### src/rtl/cbus_arbiter.sv
// Round-robin arbiter merging N CBus masters onto one converter port.
// A grant is held for a whole burst and released after the last beat handshake.
package cbus_pkg;
    typedef struct packed {
        logic        valid;
        logic        is_write;
        logic [2:0]  size;
        logic [31:0] addr;
        logic [3:0]  strobe;
        logic [31:0] data;
        logic [3:0]  len;
    } cbus_req_t;

    typedef struct packed {
        logic        okay;
        logic        ready;
        logic        last;
        logic [31:0] data;
    } cbus_resp_t;
endpackage

module cbus_arbiter
    import cbus_pkg::*;
#(
    parameter int N = 2,
    localparam int SEL_W = $clog2(N)
) (
    input  logic                    clk,
    input  logic                    resetn,
    input  cbus_req_t  [N-1:0]      ireqs,
    output cbus_resp_t [N-1:0]      iresps,
    output cbus_req_t               oreq,
    input  cbus_resp_t              oresp,
    output logic                    busy,
    output logic [SEL_W-1:0]        grant
);

    typedef enum logic {IDLE, BUSY} state_e;

    state_e             state_q, state_d;
    logic [SEL_W-1:0]   sel_q, sel_d;
    logic [SEL_W-1:0]   ptr_q, ptr_d;
    logic [4:0]         beats_q, beats_d;

    logic               found;
    logic [SEL_W-1:0]   pick;
    logic [SEL_W-1:0]   cand;

    // First valid master starting at ptr and wrapping modulo N.
    always_comb begin
        found = 1'b0;
        pick  = '0;
        cand  = '0;
        for (int i = 0; i < N; i++) begin
            cand = SEL_W'((int'(ptr_q) + i) % N);
            if (!found && ireqs[cand].valid) begin
                found = 1'b1;
                pick  = cand;
            end
        end
    end

    always_ff @(posedge clk or negedge resetn) begin
        if (!resetn) begin
            state_q <= IDLE;
            sel_q   <= '0;
            ptr_q   <= '0;
            beats_q <= '0;
        end else begin
            state_q <= state_d;
            sel_q   <= sel_d;
            ptr_q   <= ptr_d;
            beats_q <= beats_d;
        end
    end

    always_comb begin
        state_d = state_q;
        sel_d   = sel_q;
        ptr_d   = ptr_q;
        beats_d = beats_q;
        unique case (state_q)
            IDLE: begin
                if (found) begin
                    sel_d   = pick;
                    beats_d = '0;
                    state_d = BUSY;
                end
            end
            BUSY: begin
                // A dropped valid mid-burst does not end the grant; only last does.
                if (oresp.ready) begin
                    beats_d = beats_q + 5'd1;
                    if (oresp.last) begin
                        state_d = IDLE;
                        ptr_d   = (sel_q == SEL_W'(N-1)) ? '0 : sel_q + SEL_W'(1);
                    end
                end
            end
            default: state_d = IDLE;
        endcase
    end

    always_comb begin
        oreq   = '0;
        iresps = '0;
        if (state_q == BUSY) begin
            oreq          = ireqs[sel_q];
            iresps[sel_q] = oresp;
        end
    end

    assign busy  = (state_q == BUSY);
    assign grant = sel_q;

endmodule
### config.mk
export PLATFORM = sky130hd
export DESIGN_NAME = cbus_arbiter
export DESIGN_NICKNAME = d
export VERILOG_FILES = /design/src/rtl/cbus_arbiter.sv
export SDC_FILE = /design/constraint.sdc
export NUM_CORES = 1
export LEC_CHECK = 0
export ABC_CLOCK_PERIOD_IN_PS = 1650
export CAP_MARGIN = 20
export CELL_PAD_IN_SITES_DETAIL_PLACEMENT = 1
export CELL_PAD_IN_SITES_GLOBAL_PLACEMENT = 1
export CORE_ASPECT_RATIO = 2
export CORE_MARGIN = 5
export CORE_UTILIZATION = 12
export CTS_CLUSTER_DIAMETER = 60
export DETAILED_ROUTE_END_ITERATION = 8
export PLACE_DENSITY_LB_ADDON = 0.1
export SYNTH_ARGS = -nofsm -noshare
export SYNTH_HDL_FRONTEND = slang
export SYNTH_SLANG_ARGS = --single-unit
### constraint.sdc
create_clock -name clk -period 1.65 [get_ports clk]
set_input_delay 0.33 -clock clk [delete_from_list [all_inputs] [get_ports clk]]
set_output_delay 0.33 -clock clk [all_outputs]
set_load 0.01 [all_outputs]
## Word level (Yosys, flattened, before mapping)

Index checks and enable logic that the tools add are counted.

| operators by class | value |
|---|---|
| $add $sub $neg | 2 |
| $lt $le $gt $ge | 4 |
| multiplexer cells | 19 |
| bitwise logic cells | 2 |
| reductions and logical operators | 5 |

Operators by type and width:

| operator | number |
|---|---|
| $mux W77 | 7 |
| $and A70 B70 Y70 | 1 |
| $mux W70 | 1 |
| $demux W35 S1 | 1 |
| $mux W35 | 1 |
| $mux W1 | 8 |
| $lt A1 B2 Y1 const B | 3 |
| $reduce_and A3 Y1 | 1 |
| $add A1 B1 Y1 const B | 2 |
| $logic_and A1 B1 Y1 | 2 |
| $pmux W1 S2 | 1 |
| $reduce_and A2 Y1 | 1 |
| $ge A1 B1 Y1 const B | 1 |
| $logic_not A1 Y1 | 1 |
| $not A1 Y1 | 1 |

| word-level totals | value |
|---|---|
| flip-flop bits (word level) | 3 |
| bits of input ports | 191 |
| logic and storage cells | 35 |

## Logic depth before layout (Yosys ltp)

Gate-level depths: netlist of run 1.

| depth | value |
|---|---|
| depth after elaboration | 8 |
| depth in mapped cells | 5 |

## Worst setup path before layout of run 1

OpenSTA, ideal clock, no wires.

| timing | value |
|---|---|
| kind | register to output |
| from | register sel_q, in the netlist grant |
| to | output oreq[55] (netlist name) |
| arrival | 1160 ps |
| required time | 1320 ps |
| path slack | 160 ps |
| stages on the path, launching flop included | 6 |
| buffers on the path | 3 |
| path through | dfrtp_1 > buf_4 > buf_6 > buf_12 > mux2i_1 > nor2b_1 |

RTL lines:

| what | line | RTL |
|---|---|---|
| start, declared | 41 | `logic [SEL_W-1:0] sel_q, sel_d;` |
| start signal, assigned | 71 | `sel_q <= sel_d;` |
| end, declared | 32 | `output cbus_req_t oreq,` |

==> flow_metrics.tcl, run 1 <==
set metrics [dict create \
    grt_pass1_wl_um 22460 \
    clkPwrFrac 0.084 \
    synthTopCellsByArea "mux2i_1 (39%), nor2b_1 (25%), and3_1 (11%)" \
    crit_required_ps 1320 \
    power_density_nw_per_um2 781.2 \
    area_delta_synth_final_pct 186.8 \
    drive_gt1_frac 0.3756 \
    p_int_w 0.002730 \
    ff2ff_setup_slack_ps 450 \
    placementRows 67 \
    finClkSkew_ps 1.061 \
    dieWidth_um 101.7 \
    hp-class "in -> async" \
    grt_overflow_total 0 \
    synth_area_um2 2017 \
    slew_headroom 0.8316 \
    start_util 0.1209 \
    drc 0 \
    synth_top_area_frac 0.3871 \
    cts_max_level 1 \
    syn_area_per_cell_um2 7.582 \
    gp_congestion 0.8236 \
    setup_ws_ps -171.6 \
    cp-startpoint "grant" \
    insertion_delay_ps 220 \
    worst_slew_pin_slew_ps 252.5 \
    grtUsageTotal 0.1503 \
    synth.most_common_cell "nor2b_1" \
    stdcell_area_um2 5786 \
    crit_path_end_kind "primary output" \
    peakVddDrop_uv 397.3 \
    ys_seq_elements 3 \
    firstDrtPassIters 4 \
    reg2reg_to "grant" \
    ios 340 \
    ys_types 17 \
    synth_ff_type "dfrtp_1" \
    clk_path_buf_depth 2 \
    leakage_nw 2.836 \
    arrival_ps 1490 \
    route.met2.wl_um 9208 \
    clkTransAtPathRegs_ps 30 \
    grt_pass1_vias 3810 \
    die-area_um2 19660 \
    vias_per_cell 4.066 \
    post-route-period-util 1.104 \
    whs_ps 309.4 \
    ys_warn_count 0 \
    vias 3375 \
    p_seq_frac 0.029 \
    wl_met1_um 4926 \
    post_dp_cell_area_um2 5678 \
    insertedDiodeCount 0 \
    rsz0062_at_grt "yes" \
    final_nets 815 \
    clock_sinks 3 \
    fin_crit_ps 1822 \
    fin_tns_setup_ps -12430 \
    grt_max_degree 31 \
    fmax_mhz 549.0 \
    synthTopCellsByCount "nor2b_1 (79), mux2i_1 (78), and3_1 (35), and2_1 (34), clkbuf_1 (16)" \
    total_power_w 0.004519 \
    highest_layer "met4" \
    rr_worst_depth 4 \
    p_sw_w 0.001789 \
    setup_viol 130 \
    p_comb_frac 0.887 \
    ys_async_sr_fraction 1.000 \
    swShare 0.3959 \
    routed-wl-met3_um 1313 \
    critPathKind "reg -> out" \
    finalHoldViolCount 0 \
    drt_iter0_markers 32 \
    ctsRootBufferMaster "clkbuf_16" \
    status "finished, violations left" \
    drv_slew 0 \
    synth_cells 266 \
    cp-start-kind "flip-flop" \
    coreArea_um2 16680 \
    drt-total-wl_um 16060 \
    path_max_fanout 7 \
    synth_edf_count 0 \
    cts_tree "built" \
    synth_nets 457 \
    yosysSeqAreaShare 0.03722 \
    cts-buffers-inserted 3 \
    ant_nets 0 \
    hpwl_um 12920 \
    antenna_found_initial 0 \
    drv_cap 0 \
    yosysTopAreaCell "mux2i_1" \
    fp.dieH_um 193.3 \
    violations "negative setup slack" \
    wl_per_cell_um 19.34 \
    io_buffers 339 \
    r2r-start "grant" \
    endpoint "iresps[29]" \
]
-- cells by family (layout without fill, tap and decap cells) --
kind of cell,count (synthesis),count (layout),share of synthesized area
AND/OR/NAND/NOR,153,153,0.4739
multiplexers,78,78,0.3871
buffers and inverters,30,387,0.09305
flip-flops,3,3,0.03722
AO/OA/AOI/OAI,2,2,0.008686
-- critical path, stage by stage, from the launching register on --
cell	delay, ps
dfrtp_4	510
nor2b_4	170
buf_6	120
buf_6	110
buf_12	120
and2_4	140
buf_6	90
-- stage by stage --
stage | instances | setup WS (ps) | utilization
floorplan | 266 | 159.6 | -
global placement | 803 | -351.1 | 0.3404
detailed placement | 803 | -386.7 | 0.3404
CTS | 828 | -272.8 | 0.3436
global route | 830 | -231.0 | 0.3468
finish | 830 | -171.6 | 0.3468
-- power by group through the flow --
stage                     Sequential [W]  Clock, W  Combinational [W]
after floorplan                 0.000108         0            0.00170
after global placement          0.000145         0            0.00370
after detailed placement        0.000150         0            0.00373
after CTS                       0.000138  0.000389            0.00398
after global routing            0.000133  0.000398            0.00430
final                           0.000130  0.000382            0.00401
-- repair_timing --
action,CTS,global route
cloned,7,1
pin swaps,6,5
hold buffers,0,0
setup buffers,14,4
setup endpoints to repair,149,149
gates resized for setup,619,87
-- layout make-up --
cell class                      instances  area (um2)
Timing Repair Buffer                  382        3482
Clock buffer                            4       78.83
Tap cell                              207       259.0
Multi-Input combinational cell        233        1882
Inverter                                1       3.754
Sequential cell                         3       80.08
Fill cell                            2003       10900
-- worst min-delay path by stage --
stage | start | to
global route | resetn | ptr_q
global placement | ptr_q | ptr_q
floorplan | resetn | busy
detailed placement | resetn | grant
CTS | resetn | ptr_q
finish | resetn | ptr_q
-- cells in the final DEF, fill, tap and decap left out, types with 2 or more instances in the layout --
master / count
and2_1: 14
and2_4: 20
and3_1: 21
and3_4: 14
buf_12: 6
buf_16: 6
buf_2: 96
buf_4: 20
buf_6: 46
buf_8: 3
clkbuf_16: 4
clkbuf_2: 13
clkdlybuf4s50_1: 190
mux2i_1: 76
mux2i_2: 2
nand2_1: 2
nor2b_1: 79
-- state kept, by name (all words and copies together), names as in the netlist --
register and cells:
busy 1, grant 1, ptr_q 1
-- metal layers --
layer	vias to the layer above	GRT usage
li1	1609	-
met1	1551	0.1326
met2	189	0.3061
met3	26	0.03461
met4	0	0.06016
met5	-	0
(Power assumes the default switching activity.)
==> run 2, diff against run 1 <==
--- a/config.mk
+++ b/config.mk
@@ -11,7 +11,8 @@
 export CELL_PAD_IN_SITES_GLOBAL_PLACEMENT = 1
 export CORE_ASPECT_RATIO = 2
 export CORE_MARGIN = 5
-export CORE_UTILIZATION = 12
+export CORE_UTILIZATION = 13
+export CTS_BUF_LIST = sky130_fd_sc_hd__clkbuf_4
 export CTS_CLUSTER_DIAMETER = 60
 export DETAILED_ROUTE_END_ITERATION = 8
 export PLACE_DENSITY_LB_ADDON = 0.1
==> run 2 against run 1 <==
Against the previous run:
- the run still ends with negative setup slack left
- hold slack lost 36 ps
- setup slack lost 96 ps
- sequential power grew 3%
- non-clock buffer count grew 17
- sequential share of layout area shrank 0.052 points
- critical endpoint is now iresps[45]
- maximum frequency shrank 5.0%
- sequential cell count is the same
- clock skew shrank 0.55 ps
- combinational power grew 8.2%
- register-to-register slack lost 30 ps
- via count grew 2.3%
==> flow_metrics.tcl, run 2 (synthesis results as in run 1) <==
set metrics [dict create \
    ctsRootBufferMaster "clkbuf_4" \
    cts_tree "built" \
    coreArea_um2 15290 \
    power_density_nw_per_um2 769.6 \
    cts_max_level 1 \
    wl_per_cell_um 19.23 \
    drv_slew 0 \
    mostFrequentLayoutCells "clkdlybuf4s50_1 (191), buf_2 (95), nor2b_1 (79)" \
    ios 340 \
    crit_required_ps 1320 \
    vias_per_cell 4.114 \
    status "finished, violations left" \
    area_delta_synth_final_pct 198.0 \
    dieWidth_um 98.08 \
    fmax_mhz 521.4 \
    post-route-period-util 1.162 \
    arrival_ps 1590 \
    final_nets 832 \
    clock_sinks 3 \
    hp-class "in -> async" \
    setup_viol 136 \
    dp_cells 794 \
    start_util 0.1319 \
    cp-start-kind "flip-flop" \
    cts-buffers-inserted 3 \
    crit_path_end_kind "primary output" \
    antenna_found_initial 1 \
    drt-total-wl_um 16130 \
    gp_congestion 0.8059 \
    fin_tns_setup_ps -20480 \
    hpwl_um 12600 \
    drive_gt1_frac 0.3766 \
    rr_worst_depth 4 \
    critPathKind "reg -> out" \
    finClkSkew_ps 0.5092 \
    path_max_fanout 7 \
    clkTransAtPathRegs_ps 40 \
    peakVddDrop_uv 346.3 \
    vias 3452 \
    rsz0062_at_grt "yes" \
    leakage_nw 3.099 \
    drc 0 \
    grt_max_degree 40 \
    hold_buffers 0 \
    io_buffers 339 \
    ant_nets 0 \
    firstDrtPassIters 4 \
    insertion_delay_ps 240 \
    whs_ps 273.7 \
    slew_headroom 0.8884 \
    fin_crit_ps 1918 \
    post_layout_nonfiller_instances 839 \
    clk_path_buf_depth 2 \
    placementRows 64 \
    grtUsageTotal 0.1566 \
    drt_iter0_markers 24 \
    grt_pass1_vias 3831 \
    drv_cap 0 \
    grt_pass1_wl_um 22470 \
    violations "negative setup slack" \
    grt_overflow_total 0 \
    fp.dieH_um 186.2 \
    die-area_um2 18260 \
    worst_slew_pin_slew_ps 162.8 \
    finalHoldViolCount 0 \
    final_common_cell "clkdlybuf4s50_1" \
    setup_ws_ps -268.0 \
]
==> run 2: worst max-delay path, cell delays in order, from the launching register on <==
cell and delay [ps]:
dfrtp_4 530, buf_6 170, buf_4 150, clkbuf_16 150
and3_1 130, clkdlybuf4s15_2 220
==> run 2: power by group <==
group	leakage [nW]	internal [W]	switching, W	total [W]
Clock	0.0184	0.000107	0.0000433	0.000151
Sequential	0.0320	0.0000997	0.0000344	0.000134
Combinational	3.05	0.00258	0.00176	0.00434
Total	3.10	0.00279	0.00184	0.00463
==> run 2: repair_timing <==
action / 4_1_cts / 5_1_grt
pin swaps: 17 / 11
endpoints found under the setup margin: 149 / 132
cloned: 7 / 4
gates resized for setup: 612 / 66
hold endpoints to repair: 0 / 0
buffers inserted: 24 / 9
==> run 2: worst paths after layout <==
check	start	endpoint	slack, ps
setup / recovery	grant	iresps[45]	-270
hold / removal	resetn	ptr_q	270
setup reg to reg	grant	grant	420
hold reg to reg	ptr_q	ptr_q	550
max in group asynchronous	resetn	grant	1210
min in group clk	ptr_q	ptr_q	550
==> run 2: final cells by class <==
cell class	count	area, um2
Antenna cell	1	2.502
Clock buffer	4	30.03
Fill cell	1812	9284
Inverter	1	3.754
Multi-Input combinational cell	233	1847
Sequential cell	3	80.08
Tap cell	198	247.7
Timing Repair Buffer	399	3800
==> run 2: metrics by stage <==
| step | util | total power (W) | setup slack (ps) | instance area (um2) |
|---|---|---|---|---|
| final | 0.3930 | 0.004626 | -268.0 | 6011 |
| after global routing | 0.3930 | 0.004950 | -321.5 | 6011 |
| after CTS | 0.3823 | 0.004489 | -369.0 | 5847 |
| after floorplan | - | 0.001806 | 159.6 | 2017 |
| after detailed placement | 0.3721 | 0.003861 | -344.5 | 5692 |
| after global placement | 0.3721 | 0.003816 | -351.3 | 5692 |
==> run 2: metal layers <==
layer	share of wire	vias to the layer above	track usage
li1	-	1641	-
met2	0.58	182	0.3143
met5	0	-	0
met4	0.020	0	0.03605
met3	0.085	18	0.04741
met1	0.32	1611	0.1545
==> run 3, diff against run 2 <==
--- a/config.mk
+++ b/config.mk
@@ -16,6 +16,7 @@
 export CTS_CLUSTER_DIAMETER = 60
 export DETAILED_ROUTE_END_ITERATION = 8
 export PLACE_DENSITY_LB_ADDON = 0.1
+export RECOVER_POWER = 50
 export SYNTH_ARGS = -nofsm -noshare
 export SYNTH_HDL_FRONTEND = slang
 export SYNTH_SLANG_ARGS = --single-unit
==> run 3 against run 2 <==
Against the previous run:
- the run still ends with negative setup slack left
- setup slack better by 2.1 ps
- count of clock-buffer cells in the layout unchanged
- largest cell class unchanged
- critical path depth unchanged
- largest power group unchanged
- critical endpoint unchanged
==> flow_metrics.tcl, run 3 (synthesis results as in run 1) <==
set metrics [dict create \
    status "finished, violations left" \
    violations "negative setup slack" \
    crit_required_ps 1320 \
    rsz0062_at_grt "yes" \
    antenna_found_initial 1 \
    gp_congestion 0.8059 \
    power_density_nw_per_um2 769.0 \
    clock_sinks 3 \
    hpwl_um 12600 \
    finClkSkew_ps 0.5092 \
    grt_max_degree 40 \
    die-area_um2 18260 \
    cp-start-kind "flip-flop" \
    clk_path_buf_depth 2 \
    drc 0 \
    fin_util 0.3932 \
    grt_pass1_vias 3831 \
    wl_per_cell_um 19.20 \
    clkTransAtPathRegs_ps 40 \
    vias_per_cell 4.114 \
    drv_slew 0 \
    fin_tns_setup_ps -20390 \
    dp_cells 794 \
    arrival_ps 1590 \
    leakage_nw 3.099 \
    peakVddDrop_uv 346.3 \
    finalHoldViolCount 0 \
    fin_crit_ps 1916 \
    start_util 0.1319 \
    critPathKind "reg -> out" \
    drv_cap 0 \
    setup_ws_ps -265.9 \
    drive_gt1_frac 0.3766 \
    fmax_mhz 521.9 \
    whs_ps 342.2 \
    final_nets 832 \
    fp.dieH_um 186.2 \
    area_delta_synth_final_pct 198.1 \
    vias 3456 \
    grt_overflow_total 0 \
    worst_slew_pin_slew_ps 163.7 \
    dieWidth_um 98.08 \
    setup_viol 136 \
    mostFrequentLayoutCells "clkdlybuf4s50_1 (190), buf_2 (95), nor2b_1 (79)" \
    ant_nets 0 \
    post_layout_nonfiller_instances 840 \
    post-route-period-util 1.161 \
    slew_headroom 0.8877 \
    grtUsageTotal 0.1566 \
    ctsRootBufferMaster "clkbuf_4" \
    cts-buffers-inserted 3 \
    coreArea_um2 15290 \
    ios 340 \
    cts_max_level 1 \
    hold_buffers 0 \
    path_max_fanout 7 \
    io_buffers 339 \
    cts_tree "built" \
    insertion_delay_ps 240 \
    total_power_w 0.004624 \
    hp-class "in -> async" \
    crit_path_end_kind "primary output" \
    grt_pass1_wl_um 22470 \
    drt_iter0_markers 25 \
    drt-total-wl_um 16120 \
    firstDrtPassIters 4 \
    final_common_cell "clkdlybuf4s50_1" \
    placementRows 64 \
]
run 3: cell count changes in the layout (fill, tap and decap cells not counted), sizes merged:
cell and delta:
clkdlybuf4s50 -1, diode +1, dlygate4sd3 +1
run 3: metal layers:
metal,wire length (um),track usage,part of all wire
met3,1380,0.04741,0.086
met5,0,0,0
met1,5083,0.1545,0.32
met4,376,0.03605,0.023
met2,9284,0.3143,0.58
run 3: final timing paths:
kind                         from  slack (ps)    endpoint  cells after the start
max in group asynchronous  resetn        1140       grant                      1
max reg2reg                 grant         420       grant                      4
min reg2reg                 ptr_q         550       ptr_q                      2
max                         grant        -270  iresps[45]                      5
min                        resetn         340       ptr_q                      1
min in group clk            ptr_q         550       ptr_q                      2
run 3: repair_timing:
action | in CTS | in global routing
hold endpoints to repair | 0 | 0
pin swaps | 17 | 11
setup buffers | 24 | 9
endpoints found under the setup margin | 149 | 132
cloned | 7 | 4
gates resized for setup | 612 | 66
run 3: report_power, final:
group	switching [W]	total, W	internal (W)
registers	0.0000344	0.000134	0.0000997
logic	0.00176	0.00434	0.00258
clock network	0.0000433	0.000151	0.000107
run 3: cell type report:
type,count,area [um2]
fillers,1812,9281
multi-input cells,233,1847
flip-flops and latches,3,80.08
diodes,2,5.005
clock buffers,4,30.03
well taps,198,247.7
repair buffers,399,3800
inverters,1,3.754
run 3: through the flow:
| step | worst slack [ps] | area, um2 |
|---|---|---|
| after floorplan | 159.6 | 2017 |
| after global placement | -351.3 | 5692 |
| after detailed placement | -344.5 | 5692 |
| final | -265.9 | 6013 |
| after global routing | -321.5 | 6011 |
| after CTS | -369.0 | 5847 |
run 3: critical path, cell delays in order (launching register included):
cell	delay [ps]
dfrtp_4	530
buf_6	170
buf_4	150
clkbuf_16	150
and3_1	130
clkdlybuf4s15_2	220
